`src/rtl/updn_cntr.sv`:
```
// rtl/updn_cntr.sv - prescaled up/down counter with runtime modulus, wrap/saturate modes, tc pulse and sticky ovf
module updn_cntr #(
    parameter int COUNT_WIDTH = 8,
    parameter int PRE_WIDTH   = 4
) (
    input  logic                   clk,
    input  logic                   rst_n,
    input  logic                   en,
    input  logic                   up_dn,
    input  logic                   sat_mode,
    input  logic                   clr,
    input  logic                   load,
    input  logic [COUNT_WIDTH-1:0] load_val,
    input  logic [COUNT_WIDTH-1:0] max_val,
    input  logic [PRE_WIDTH-1:0]   prescale,
    input  logic                   ovf_clr,
    output logic [COUNT_WIDTH-1:0] count,
    output logic                   tc,
    output logic                   ovf
);

    logic [PRE_WIDTH-1:0]   pre_cnt;
    logic [PRE_WIDTH-1:0]   pre_next;
    logic [COUNT_WIDTH-1:0] count_next;
    logic [COUNT_WIDTH-1:0] load_clip;
    logic                   tick;
    logic                   boundary;

    // Equality (not >=) so a prescale lowered below pre_cnt lets pre_cnt run round its full width.
    assign tick      = en && (pre_cnt == prescale);
    assign load_clip = (load_val > max_val) ? max_val : load_val;

    always_comb begin
        pre_next   = pre_cnt;
        count_next = count;
        boundary   = 1'b0;
        if (clr) begin
            pre_next   = '0;
            count_next = '0;
        end else if (load) begin
            pre_next   = '0;
            count_next = load_clip;
        end else begin
            if (en) begin
                pre_next = tick ? '0 : pre_cnt + 1'b1;
            end
            if (tick) begin
                if (up_dn) begin
                    if (count < max_val) begin
                        count_next = count + 1'b1;
                    end else begin
                        boundary   = 1'b1;
                        count_next = sat_mode ? max_val : '0;
                    end
                end else begin
                    if (count == '0) begin
                        boundary   = 1'b1;
                        count_next = sat_mode ? '0 : max_val;
                    end else if (count > max_val) begin
                        // Bound was lowered under us: snap to it quietly.
                        count_next = max_val;
                    end else begin
                        count_next = count - 1'b1;
                    end
                end
            end
        end
    end

    always_ff @(posedge clk or negedge rst_n) begin
        if (!rst_n) begin
            pre_cnt <= '0;
            count   <= '0;
            tc      <= 1'b0;
            ovf     <= 1'b0;
        end else begin
            pre_cnt <= pre_next;
            count   <= count_next;
            tc      <= boundary;
            if (boundary) begin
                ovf <= 1'b1;
            end else if (ovf_clr) begin
                ovf <= 1'b0;
            end
        end
    end

endmodule

```
`config.mk`:
```
export PLATFORM = sky130hd
export DESIGN_NAME = updn_cntr
export DESIGN_NICKNAME = d
export VERILOG_FILES = /design/src/rtl/updn_cntr.sv
export SDC_FILE = /design/constraint.sdc
export NUM_CORES = 1
export LEC_CHECK = 0
export ABC_AREA = 1
export CAP_MARGIN = 30
export CORE_MARGIN = 1
export CORE_UTILIZATION = 40
export DETAILED_ROUTE_END_ITERATION = 6
export GPL_ROUTABILITY_DRIVEN = 1
export GPL_TIMING_DRIVEN = 0
export PLACE_DENSITY = 0.67
export SYNTH_ARGS = -nofsm -noshare
export SYNTH_HDL_FRONTEND = slang
export SYNTH_SLANG_ARGS = --single-unit
export TNS_END_PERCENT = 100
```
`constraint.sdc`:
```
create_clock -name clk -period 1.8 [get_ports clk]
set_clock_uncertainty 0.15 [all_clocks]
set_input_delay 0.45 -clock clk [delete_from_list [all_inputs] [get_ports clk]]
set_output_delay 0.45 -clock clk [all_outputs]
set_load 0.05 [all_outputs]
```
After elaboration in Yosys (flattened, before gate mapping)
Cells that the tools add are included.
- bits in registers: 14
- latch bits: 0
- bits in writable memories: 0
- memory bits (read-only): 0
- input bits: 28
- output and inout bits: 10
- logic and storage cells: 38
- memories kept: 0
- $add $sub $neg: 3
- multiply operators: 0
- div/mod/pow operators: 0
- magnitude comparators: 3
- equality and inequality tests: 1
- shifts and indexed selects: 0
- muxes and demuxes: 22
- bitwise operators: 0
- reduce and logical (&&, ||, !) cells: 5
- operators by type and width (cell ; count):
    $mux W8 ; 10
    $gt A8 B8 Y1 ; 2
    $mux W4 ; 4
    $add A8 B1 Y8 const B ; 1
    $logic_not A8 Y1 ; 1
    $lt A8 B8 Y1 ; 1
    $mux W1 ; 8
    $sub A8 B1 Y8 const B ; 1
    $reduce_bool A3 Y1 ; 2
    $add A4 B1 Y4 const B ; 1
    $eq A4 B4 Y1 ; 1
    $reduce_bool A2 Y1 ; 1
    $logic_and A1 B1 Y1 ; 1

Logic depth before layout (Yosys ltp)
Gate-level depths: netlist of the first run.
- depth in word-level cells: 7
- depth in mapped cells: 17
- depth with buffers taken out: 17

Worst setup path before layout of the first run
Ideal clock, no wire load.
- path kind: reg-to-reg
- start: reg count[5]
- end: reg count[7]
- setup time: 0.118 ns
- data arrival time: 1.960 ns
- required time: 1.532 ns
- path slack: -0.428 ns
- cell stages (with the launch flop): 13
- path buffers: 1
- period minus slack after synthesis: 2.228 ns
- path through: dfrtp_1 -> ha_1 -> a21oi_1 -> nor2_1 -> nor2_1 -> nand2_1 -> buf_4 -> a21oi_1 -> o21ai_0 -> nand2_1 -> nand3b_1 -> nand2_1 -> nand2_1
- cells in the longest elaborated chain, start to end: 7
- elaborated cells between the ends (all ways): 12
- classes of those cells: add/sub: 2; order compare: 2; mux: 7; reduce/logical: 1
- RTL lines (element ; line ; RTL):
    from (decl) ; 17 ; output logic [COUNT_WIDTH-1:0] count,
    from (signal assigned) ; 78 ; count <= count_next;
    $sub A8 B1 Y8 / $gt A8 B8 Y1 (equally long branches) ; 63, 59 ;
    $mux W8 ; 59 ; end else if (count > max_val) begin
    $mux W8 ; 56 ; if (count == '0) begin
    $mux W8 * ; 48 ; if (up_dn) begin
    $mux W8 * ; 47 ; if (tick) begin
    $mux W8 * ; 40 ; end else if (load) begin
    $mux W8 * ; 37 ; if (clr) begin
Every way passes the cells marked *; elsewhere a longest branch is shown, timed or not. The select of a mux whose other input is x is not followed.
A chain may end at the register's enable or synchronous reset.

Worst setup path in the final report of the first run
- start: reg count[5]
- end: reg count[4]
- cells in the longest elaborated chain, start to end: 7
- elaborated cells between the ends (all ways): 10
- classes of those cells: order compare: 2; mux: 7; reduce/logical: 1
- RTL lines (element ; line):
    $gt A8 B8 Y1 ; 59
    $mux W8 ; 59
    $mux W8 ; 56
    $mux W8 * ; 48
    $mux W8 * ; 47
    $mux W8 * ; 40
    $mux W8 * ; 37
Marked as above.

==> summary.txt, run 1 <==
Setup path
  • Slowest-stage cell, CP: sky130_fd_sc_hd__dfrtp_4
  • Ordered list of cells on the worst path: ha_4 -> nand2_4 -> nor2_4 -> nand2_2 -> nand2_4 -> buf_6 -> o21ai_1 -> nand3_1 -> nand2_1 -> inv_1 -> nand2_1 -> nand2_1 -> nand2_1
  • Cell depth of the worst flop-to-flop path: 13
  • FF-to-FF setup slack: -350 ps
  • Category of the worst setup path launch point: register
  • Crit. End Element: register
  • Worst Path Buf+Inv: 2
  • Crit path max fanout: 6
  • Required time at the endpoint of the critical path: 1780 ps
  • Most common cell on crit path: sky130_fd_sc_hd__nand2_1
  • CP delay by family, top: simple AND/OR/NAND/NOR gates
  • Crit path kind: reg2reg
  • Data arrival time of the critical path: 2130 ps
  • Instance count on the critical path: 13
  • Maximum single-stage delay on the critical path: 480 ps

Yosys
  • Gate Count Post-Synth: 319
  • Share of Yosys cell area claimed by the top area cell type: 0.1778
  • Mean instance size in the synthesized netlist: 6.221 sq um
  • Sequential cell area fraction in the yosys report: 0.1765
  • Synth cell types: 34
  • Most instantiated cells after synthesis: sky130_fd_sc_hd__nand2_1 (94), sky130_fd_sc_hd__nand3_1 (45), sky130_fd_sc_hd__inv_1 (35)
  • Yosys warning count: 0
  • FFs w/ async S/R, synth: 1.000
  • Most instantiated library cell after synthesis: sky130_fd_sc_hd__nand2_1
  • Largest cells by area after synthesis: sky130_fd_sc_hd__nand2_1 (18%), sky130_fd_sc_hd__dfrtp_1 (18%), sky130_fd_sc_hd__ha_1 (13%)
  • Synthesized area: 1984 sq um
  • Synthesized netlist net count: 367
  • Library cell with the largest summed area after synthesis: sky130_fd_sc_hd__nand2_1
  • Top_reg_cell synth: sky130_fd_sc_hd__dfrtp_1
  • #FFs+latches synth: 14
  • Number of enable flip-flop cells after synthesis: 0

Floorplan
  • Starting density of the core: 0.4174
  • Placement row count: 25
  • Area of the die: 5247 sq um
  • Horizontal die dimension: 72.44 microns
  • Height of the die: 72.44 microns
  • I/O pins: 38
  • Floorplan core area: 4755 sq um

Clocking
  • Maximum count of clock buffers along a single path: 2
  • Clock edge transition at the registers on the reported setup and hold paths: 50 ps
  • Number of sinks handled by clock tree synthesis: 14
  • Num CTS Buffers: 3
  • TritonCTS clock tree: built
  • Level count of the clock H-tree: 1
  • Cts hold-fix bufs: 0
  • CTS Root Cell: sky130_fd_sc_hd__clkbuf_8
  • Clk_lat worst skew: 240 ps

Placement
  • Weighted congestion reported at the end of routability-driven placement: 0.9081
  • Final HPWL from detailed placement: 4530 microns
  • # port buffers: 35
  • Area post-placement: 2512 sq um

Finish
  • Count of inserted antenna diode cells: 0
  • P&R area growth vs syn: 51.64%
  • Layout cells sized above 1: 0.3522
  • Filler Cell Count: 459
  • Fin area: 3009 sq um
  • Storage cell area: 365.4 sq um
  • Multi-input gate area in the final layout: 1693 sq um
  • Total Nets Final: 439

Pwr
  • Worst vdd ir: 0.3995 mV
  • Leakage Power: 0.001464 uW
  • Power per unit of standard cell area: 673.3 nW/um^2
  • Total power of the final layout: 2026 uW

Global route
  • Total routing resource utilization after global routing: 0.2529
  • Initial antenna violation count: 0
  • Gr ovfl total: 0
  • Wire length of the first global-routing pass: 10270 microns
  • Maximum number of pins on one net before global-route repair: 15
  • Vias in the first global route: 2158

STA
  • Unrepaired setup endpoints after global routing: yes
  • Headroom to the max-slew limit: 0.5817
  • Maximum operating frequency: 465.6 MHz
  • Final period utilization: 1.193
  • Final total negative setup slack: -2868 ps
  • Tmin final: 2148 ps
  • Final hold violation count: 0
  • Final worst setup slack: -347.9 ps
  • Final-report setup violation count: 12
  • Transition time of the tightest slew-check pin: 625.5 ps
  • Slew Viols, Final: 0
  • Final worst hold slack: 365.5 ps

Drt
  • Drc violations: 0
  • Routed WL per cell: 14.57 microns
  • Detailed Routing Iterations Pass 1: 4
  • ANT nets after route: 0
  • Vias post-DR: 2370
  • Total length of routed wires: 6646 microns
  • Number of DRC violations after detailed-routing iteration 0: 170
  • Via count normalized by instance count: 5.197

Min path
  • Hold WC Path Type: reg2reg
  • Hold-critical path depth: 2

Status
  • Violated checks: setup timing
  • Status: complete, but fails checks

Run
  • Max-cap check violation count: 0
[state kept, by name, indices dropped and copies added, names as in the netlist]
name	count
ovf	1
pre_cnt	4
tc	1
count	8
[worst register-to-register path, stage by stage, from the launching register on]
cell,delay [ps]
sky130_fd_sc_hd__dfrtp_4,480
sky130_fd_sc_hd__ha_4,290
sky130_fd_sc_hd__nand2_4,50
sky130_fd_sc_hd__nor2_4,190
sky130_fd_sc_hd__nand2_2,130
sky130_fd_sc_hd__nand2_4,150
sky130_fd_sc_hd__buf_6,150
sky130_fd_sc_hd__o21ai_1,70
sky130_fd_sc_hd__nand3_1,70
sky130_fd_sc_hd__nand2_1,60
sky130_fd_sc_hd__inv_1,70
sky130_fd_sc_hd__nand2_1,60
sky130_fd_sc_hd__nand2_1,90
sky130_fd_sc_hd__nand2_1,50
[path summary, 6_finish.rpt]
kind | startpoint | to
max in group asynchronous | rst_n | count[3]$_DFFE_PN0P_
min reg2reg | ovf$_DFFE_PN0P_ | ovf$_DFFE_PN0P_
min | ovf$_DFFE_PN0P_ | ovf$_DFFE_PN0P_
max reg2reg | count[5]$_DFFE_PN0P_ | count[4]$_DFFE_PN0P_
max | count[5]$_DFFE_PN0P_ | count[4]$_DFFE_PN0P_
min in group asynchronous | rst_n | ovf$_DFFE_PN0P_
[routing by layer]
metal / track usage / wire length [microns] / vias to the layer above
met5: 0 / 0 / -
met2: 0.4174 / 3165 / 82
met1: 0.3425 / 2926 / 1099
met3: 0.04861 / 444 / 12
li1: - / - / 1177
met4: 0.05447 / 110 / 0
[logic make-up after synthesis]
family | share of synthesized area
buf+inv | 0.1204
compound gates | 0.1021
simple gates | 0.4218
fa+ha+maj | 0.1261
flops | 0.1765
xor+xnor | 0.05296
[power by group]
part	total [uW]	switching [uW]	internal, uW
Sequential	413	49.6	363
Combinational	1360	792	571
Clock	250	102	148
[stage by stage]
step	cells	setup WS, ps	utilization
2_1_floorplan	319	-170.5	-
3_3_place_gp	421	-1042	0.5284
3_5_place_dp	421	-1070	0.5284
4_1_cts	446	-238.0	0.6013
5_1_grt	456	-374.4	0.6329
6_report	456	-347.9	0.6329
[layout make-up]
| class | instances | share of cell area |
|---|---|---|
| inverter | 43 | 0.06154 |
| tap | 67 | 0.02786 |
| sequential | 14 | 0.1214 |
| timing repair buffer | 67 | 0.1838 |
| multi-input combinational | 254 | 0.5626 |
| clock buffer | 3 | 0.01372 |
| buffer | 8 | 0.02911 |
[layout by cell type, fill, tap and decap left out, types with 8 or more instances in the layout]
cell	Yosys	routed
sky130_fd_sc_hd__nand2_1	94	81
sky130_fd_sc_hd__nand3_1	45	38
sky130_fd_sc_hd__buf_4	2	28
sky130_fd_sc_hd__inv_1	35	25
sky130_fd_sc_hd__nor2_1	32	25
sky130_fd_sc_hd__nand2_2	3	12
sky130_fd_sc_hd__ha_4	0	10
sky130_fd_sc_hd__dlygate4sd2_1	0	10
sky130_fd_sc_hd__inv_4	1	9
sky130_fd_sc_hd__buf_6	2	9
sky130_fd_sc_hd__a21oi_1	12	9
sky130_fd_sc_hd__ha_1	20	9
sky130_fd_sc_hd__clkdlybuf4s50_1	0	9
sky130_fd_sc_hd__xor2_1	8	8
sky130_fd_sc_hd__buf_2	1	8
[repair_timing]
item | in CTS | in global routing
setup buffers | 18 | 10
resized for setup | 117 | 27
pin swaps | 32 | 26
gates cloned | 4 | 0
endpoints found under the setup margin | 21 | 15
No activity file was read; power rests on OpenSTA's default activity.
==> inputs of run 2 (changes only) <==
--- a/config.mk
+++ b/config.mk
@@ -7,12 +7,13 @@
 export LEC_CHECK = 0
 export ABC_AREA = 1
 export CAP_MARGIN = 30
+export CELL_PAD_IN_SITES_DETAIL_PLACEMENT = 1
+export CELL_PAD_IN_SITES_GLOBAL_PLACEMENT = 2
 export CORE_MARGIN = 1
-export CORE_UTILIZATION = 40
+export CORE_UTILIZATION = 25
 export DETAILED_ROUTE_END_ITERATION = 6
-export GPL_ROUTABILITY_DRIVEN = 1
 export GPL_TIMING_DRIVEN = 0
-export PLACE_DENSITY = 0.67
+export PLACE_DENSITY_LB_ADDON = 0.1
 export SYNTH_ARGS = -nofsm -noshare
 export SYNTH_HDL_FRONTEND = slang
 export SYNTH_SLANG_ARGS = --single-unit
==> summary.txt, run 2 (synthesis gave the netlist of run 1 again) <==
Pwr
  • Leakage Power: 0.001488 uW (+1.6%)
  • Worst vdd ir: 0.3038 mV (-24%)
  • Power per unit of standard cell area: 676.9 nW/um^2 (+0.54%)

Floorplan
  • Placement row count: 32 (+28%)
  • Horizontal die dimension: 91.10 microns (+26%)
  • Area of the die: 8298 sq um (+58%)
  • Height of the die: 91.10 microns (+26%)
  • Floorplan core area: 7687 sq um (+62%)
  • Starting density of the core: 0.2581 (-0.1592)
  • I/O pins: 38 (unchanged)

Setup path
  • Crit. End Element: register
  • Ordered list of cells on the worst path: ha_4 -> nand2_2 -> nor2_4 -> nand2_2 -> nand2_4 -> buf_6 -> nand3_2 -> nand3_2 -> nand2_1 -> nand2_1 -> nand2_1 -> nand2_2 -> nand2_1
  • Data arrival time of the critical path: 2050 ps (-80 ps)
  • Category of the worst setup path launch point: register
  • CP delay by family, top: simple AND/OR/NAND/NOR gates
  • Maximum single-stage delay on the critical path: 500 ps (+20 ps)
  • Crit path max fanout: 6 (unchanged)
  • Most common cell on crit path: sky130_fd_sc_hd__nand2_1
  • Required time at the endpoint of the critical path: 1790 ps (about the same)
  • Slowest-stage cell, CP: sky130_fd_sc_hd__dfrtp_4
  • Crit path kind: reg2reg
  • Worst Path Buf+Inv: 1 (-1)

Finish
  • Count of inserted antenna diode cells: 0 (unchanged)
  • P&R area growth vs syn: 55.04%
  • Most frequent cells in the layout: sky130_fd_sc_hd__nand2_1 (74), sky130_fd_sc_hd__nand3_1 (40), sky130_fd_sc_hd__nor2_1 (29)
  • Most common cell after layout, fill and taps aside: sky130_fd_sc_hd__nand2_1
  • Final cell count without fillers: 490 (+7.5%)
  • Fin area: 3077 sq um (+2.2%)
  • Layout cells sized above 1: 0.3686 (+0.01637)
  • Flip-flop count of the largest register, all copies and words added: 8 (unchanged)
  • Register with the most flip-flops: count
  • Registers with the most flip-flops: count (8), pre_cnt (4)
  • Total Nets Final: 437 (-0.46%)

Placement
  • Area post-placement: 2556 sq um (+1.7%)
  • Cell Count Post-Placement: 456 (+8.3%)
  • Final HPWL from detailed placement: 5755 microns (+27%)
  • Weighted congestion reported at the end of routability-driven placement: 0.7948 (-12%)
  • # port buffers: 35 (unchanged)

Clocking
  • Num CTS Buffers: 3 (unchanged)
  • Level count of the clock H-tree: 1 (unchanged)
  • TritonCTS clock tree: built
  • CTS Root Cell: sky130_fd_sc_hd__clkbuf_8
  • Clock edge transition at the registers on the reported setup and hold paths: 70 ps (+20 ps)
  • Maximum count of clock buffers along a single path: 2 (unchanged)
  • Clk_lat worst skew: 250 ps (about the same)
  • Cts hold-fix bufs: 0 (unchanged)
  • Number of sinks handled by clock tree synthesis: 14 (unchanged)

STA
  • Maximum operating frequency: 486.5 MHz (+4.5%)
  • Final worst setup slack: -255.4 ps (+92.43 ps)
  • Transition time of the tightest slew-check pin: 703.1 ps (+77.62 ps)
  • Final-report setup violation count: 10 (-2)
  • Final hold violation count: 0 (unchanged)
  • Headroom to the max-slew limit: 0.5298 (-0.05191)
  • Final period utilization: 1.142 (-0.05135)
  • Unrepaired setup endpoints after global routing: yes
  • Slew Viols, Final: 0 (unchanged)
  • Tmin final: 2055 ps (-92.43 ps)

Drt
  • Vias post-DR: 2294 (-3.2%)
  • Drc violations: 0 (unchanged)
  • Routed WL per cell: 15.22 microns (+4.4%)
  • Total length of routed wires: 7457 microns (+12%)
  • ANT nets after route: 0 (unchanged)
  • Number of DRC violations after detailed-routing iteration 0: 66 (-61%)
  • Detailed Routing Iterations Pass 1: 4 (unchanged)
  • Via count normalized by instance count: 4.682 (-9.9%)

Status
  • Violated checks: setup timing
  • Status: complete, but fails checks

Global route
  • Total routing resource utilization after global routing: 0.1899 (-0.06296)
  • Vias in the first global route: 2432 (+13%)
  • Wire length of the first global-routing pass: 12450 microns (+21%)
  • Gr ovfl total: 0 (unchanged)
  • Initial antenna violation count: 0 (unchanged)
  • Maximum number of pins on one net before global-route repair: 15 (unchanged)

Min path
  • Hold WC Path Type: reg2reg

Run
  • Max-cap check violation count: 0 (unchanged)
## run 2: power by group
| part | internal, uW | switching, uW |
|---|---|---|
| clock | 194 | 133 |
| sequential | 362 | 56.2 |
| combinational | 558 | 779 |
| total | 1110 | 968 |
## run 2: through the flow
stage | util | total power [uW] | hold slack, ps | worst slack [ps] | setup TNS (ps)
4_1_cts | 0.3895 | 2042 | 363.7 | -267.3 | -2150
5_1_grt | 0.4002 | 2263 | 391.9 | -393.8 | -3310
6_report | 0.4002 | 2083 | 359.8 | -255.4 | -2011
3_5_place_dp | 0.3325 | 1530 | 354.8 | -1179 | -12250
3_3_place_gp | 0.3325 | 1520 | 349.7 | -1161 | -12330
2_1_floorplan | - | 1194 | 4.409 | -170.5 | -1451
## run 2: area by class of cell
cell class	count	area [sq um]
Fill cell	997	4611
Multi-Input combinational cell	254	1674
Timing Repair Buffer	65	564.3
Sequential cell	14	365.4
Inverter	43	190.2
Tap cell	102	127.6
Buffer	8	100.1
Clock buffer	4	55.05
## run 2: path summary, 6_finish.rpt
path	startpoint	endpoint	slack, ps	cells after the start
worst max-delay path	count[5]$_DFFE_PN0P_	count[2]$_DFFE_PN0P_	-260	13
worst min-delay path	ovf$_DFFE_PN0P_	ovf$_DFFE_PN0P_	360	2
worst max register to register	count[5]$_DFFE_PN0P_	count[2]$_DFFE_PN0P_	-260	13
worst min register to register	ovf$_DFFE_PN0P_	ovf$_DFFE_PN0P_	360	2
max in group asynchronous	rst_n	count[3]$_DFFE_PN0P_	510	1
min in group asynchronous	rst_n	count[5]$_DFFE_PN0P_	470	1
## run 2: routing by layer
metal / GRT usage / routed length [microns]
met3: 0.01843 / 81
met4: 0.01587 / 53
met1: 0.2480 / 3582
met2: 0.3485 / 3740
met5: 0 / 0
## run 2: what timing repair did
action                                  4_1_cts  5_1_grt
endpoints found under the hold margin         0        0
buffers inserted                             19        7
pin swaps                                    38       14
endpoints found under the setup margin       22       17
cloned                                        4        0
resized for setup                           134       23
## run 2: worst reg2reg max path: stages, from the launching register on
cell and delay (ps):
sky130_fd_sc_hd__dfrtp_4 500, sky130_fd_sc_hd__ha_4 290, sky130_fd_sc_hd__nand2_2 60, sky130_fd_sc_hd__nor2_4 150, sky130_fd_sc_hd__nand2_2 80, sky130_fd_sc_hd__nand2_4 150
sky130_fd_sc_hd__buf_6 150, sky130_fd_sc_hd__nand3_2 60, sky130_fd_sc_hd__nand3_2 60, sky130_fd_sc_hd__nand2_1 50, sky130_fd_sc_hd__nand2_1 50, sky130_fd_sc_hd__nand2_1 60
sky130_fd_sc_hd__nand2_2 80, sky130_fd_sc_hd__nand2_1 50
==> inputs of run 3 (changes only) <==
--- a/config.mk
+++ b/config.mk
@@ -9,7 +9,6 @@
 export CAP_MARGIN = 30
 export CELL_PAD_IN_SITES_DETAIL_PLACEMENT = 1
 export CELL_PAD_IN_SITES_GLOBAL_PLACEMENT = 2
-export CORE_MARGIN = 1
 export CORE_UTILIZATION = 25
 export DETAILED_ROUTE_END_ITERATION = 6
 export GPL_TIMING_DRIVEN = 0
==> constraint.sdc (replaced) <==
create_clock -name clk -period 1.8 [get_ports clk]
set_clock_uncertainty 0.15 [all_clocks]
set_input_delay 0.27 -clock clk [delete_from_list [all_inputs] [get_ports clk]]
set_output_delay 0.27 -clock clk [all_outputs]
set_load 0.05 [all_outputs]
==> summary.txt, run 3 (synthesis gave the netlist of run 1 again) <==
Status
  • Status: complete, but fails checks
  • Violated checks: setup timing

Setup path
  • Cell depth of the worst flop-to-flop path: 13 (unchanged)
  • Crit path kind: reg2reg
  • Ordered list of cells on the worst path: ha_4 -> nand2_2 -> nor2_4 -> nand2_2 -> nand2_4 -> buf_6 -> o21ai_1 -> nand3_1 -> nand2_1 -> inv_1 -> nand2_2 -> nand2_2 -> nand2_1
  • Maximum single-stage delay on the critical path: 500 ps (about the same)
  • Required time at the endpoint of the critical path: 1790 ps (about the same)
  • Most common cell on crit path: sky130_fd_sc_hd__nand2_2
  • Category of the worst setup path launch point: register
  • Slowest-stage cell, CP: sky130_fd_sc_hd__dfrtp_4
  • Crit. End Element: register
  • Crit path max fanout: 6 (unchanged)
  • Data arrival time of the critical path: 2040 ps (about the same)

Pwr
  • Worst vdd ir: 0.3170 mV (+4.3%)
  • Leakage Power: 0.001455 uW (-2.2%)
  • Total power of the final layout: 2037 uW (-2.2%)
  • Power per unit of standard cell area: 688.2 nW/um^2 (+1.7%)

Clocking
  • TritonCTS clock tree: built
  • CTS Root Cell: sky130_fd_sc_hd__clkbuf_8
  • Clock edge transition at the registers on the reported setup and hold paths: 70 ps (about the same)
  • Number of sinks handled by clock tree synthesis: 14 (unchanged)
  • Clk_lat worst skew: 250 ps (about the same)
  • Maximum count of clock buffers along a single path: 2 (unchanged)
  • Num CTS Buffers: 3 (unchanged)
  • Level count of the clock H-tree: 1 (unchanged)

Drt
  • Number of DRC violations after detailed-routing iteration 0: 23 (-65%)
  • Routed WL per cell: 15.01 microns (-1.4%)
  • Drc violations: 0 (unchanged)
  • Total length of routed wires: 7218 microns (-3.2%)
  • Detailed Routing Iterations Pass 1: 4 (unchanged)
  • ANT nets after route: 0 (unchanged)
  • Via count normalized by instance count: 4.701 (+0.41%)
  • Vias post-DR: 2261 (-1.4%)

Finish
  • Fin area: 2960 sq um (-3.8%)
  • Register with the most flip-flops: count
  • Most common cell after layout, fill and taps aside: sky130_fd_sc_hd__nand2_1
  • Total Nets Final: 428 (-2.1%)
  • Filler Cell Count: 997 (unchanged)
  • Count of inserted antenna diode cells: 0 (unchanged)
  • Layout cells sized above 1: 0.2691 (-0.09943)
  • P&R area growth vs syn: 49.18%
  • Registers with the most flip-flops: count (8), pre_cnt (4)
  • Flip-flop count of the largest register, all copies and words added: 8 (unchanged)
  • Most frequent cells in the layout: sky130_fd_sc_hd__nand2_1 (80), sky130_fd_sc_hd__nand3_1 (40), sky130_fd_sc_hd__nor2_1 (28)

Floorplan
  • Height of the die: 91.10 microns (unchanged)
  • Placement row count: 32 (unchanged)
  • Starting density of the core: 0.2581 (unchanged)
  • Horizontal die dimension: 91.10 microns (unchanged)
  • I/O pins: 38 (unchanged)
  • Floorplan core area: 7687 sq um (unchanged)
  • Area of the die: 8298 sq um (unchanged)

STA
  • Slew Viols, Final: 0 (unchanged)
  • Final total negative setup slack: -2071 ps (-59.93 ps)
  • Final hold violation count: 0 (unchanged)
  • Final worst setup slack: -248.3 ps (+7.158 ps)
  • Tmin final: 2048 ps (-7.158 ps)
  • Final period utilization: 1.138 (-0.003977)
  • Final worst hold slack: 267.5 ps (-92.30 ps)
  • Final-report setup violation count: 11 (+1)
  • Transition time of the tightest slew-check pin: 705.8 ps (+2.621 ps)
  • Maximum operating frequency: 488.2 MHz (+0.35%)
  • Headroom to the max-slew limit: 0.5280 (-0.001752)
  • Unrepaired setup endpoints after global routing: yes

Placement
  • # port buffers: 35 (unchanged)
  • Final HPWL from detailed placement: 5755 microns (unchanged)
  • Weighted congestion reported at the end of routability-driven placement: 0.7948 (unchanged)
  • Area post-placement: 2556 sq um (unchanged)

Global route
  • Initial antenna violation count: 0 (unchanged)
  • Wire length of the first global-routing pass: 11970 microns (-3.8%)
  • Vias in the first global route: 2339 (-3.8%)
  • Total routing resource utilization after global routing: 0.1822 (-0.007733)
  • Gr ovfl total: 0 (unchanged)
  • Maximum number of pins on one net before global-route repair: 15 (unchanged)

Run
  • Max-cap check violation count: 0 (unchanged)

Min path
  • Hold-critical path depth: 4 (+2)
  • Hold WC Path Type: in2reg
run 3: cell types whose count changed in the layout (fill, tap and decap cells not counted), moves of 3 or more:
cell                              previous run  this run
sky130_fd_sc_hd__ha_1                       10        15
sky130_fd_sc_hd__buf_4                      24        15
sky130_fd_sc_hd__inv_2                      11        15
sky130_fd_sc_hd__nand2_2                    20        13
sky130_fd_sc_hd__nand2_1                    74        80
sky130_fd_sc_hd__clkdlybuf4s15_2             6         0
sky130_fd_sc_hd__clkdlybuf4s50_1             5        17
sky130_fd_sc_hd__ha_4                        8         5
sky130_fd_sc_hd__inv_1                      20        23
sky130_fd_sc_hd__dlygate4sd2_1              12        15
sky130_fd_sc_hd__buf_2                       6         0
sky130_fd_sc_hd__buf_6                      11         8
sky130_fd_sc_hd__inv_4                       8         1
run 3: power breakdown:
| group | internal, uW | total (uW) | leakage, uW | switching, uW |
|---|---|---|---|---|
| clock network | 194 | 324 | 0.0000288 | 130 |
| logic | 541 | 1290 | 0.00125 | 753 |
| registers | 362 | 419 | 0.000175 | 56.5 |
run 3: per-layer routing:
metal | part of all wire | track usage | up-vias | wire, microns
met5 | 0 | 0 | - | 0
li1 | - | - | 1161 | -
met3 | 0.020 | 0.01926 | 2 | 145
met2 | 0.50 | 0.3308 | 21 | 3641
met1 | 0.47 | 0.2385 | 1077 | 3413
met4 | 0.0025 | 0.01852 | 0 | 18
run 3: layout make-up:
type,count,area [sq um],share of cell area
clock buffer,4,55.05,0.01860
multi-input combinational,254,1608,0.5431
sequential,14,365.4,0.1234
timing repair buffer,56,531.8,0.1796
tap,102,127.6,0.04311
buffer,8,102.6,0.03466
inverter,43,170.2,0.05748
run 3: stage by stage:
stage | std cells | worst slack [ps] | utilization
finish | 481 | -248.3 | 0.3851
global route | 481 | -405.0 | 0.3851
CTS | 472 | -258.3 | 0.3688
detailed placement | 456 | -999.3 | 0.3325
global placement | 456 | -980.9 | 0.3325
floorplan | 319 | -170.5 | -
run 3: worst paths after layout:
check	slack [ps]	from	to
min reg2reg	360	ovf$_DFFE_PN0P_	ovf$_DFFE_PN0P_
min in group asynchronous	290	rst_n	count[5]$_DFFE_PN0P_
max	-250	count[5]$_DFFE_PN0P_	count[6]$_DFFE_PN0P_
max in group asynchronous	690	rst_n	count[3]$_DFFE_PN0P_
min	270	load	pre_cnt[2]$_DFFE_PN0P_
max reg2reg	-250	count[5]$_DFFE_PN0P_	count[6]$_DFFE_PN0P_
run 3: repair_timing:
action | 4_1_cts | 5_1_grt
gates resized for setup | 60 | 21
setup endpoints to repair | 19 | 13
pin swaps | 14 | 17
gates cloned | 2 | 1
hold buffers | 0 | 0
setup buffers | 10 | 8
run 3: worst max-delay path: cells and delay by family (launching register included):
family | cells | cell delay (ps)
and+or+nand+nor | 9 | 720
DFF | 1 | 500
adders and majority gates | 1 | 280
buffers and inverters | 2 | 220
AOI/OAI and AO/OA | 1 | 60
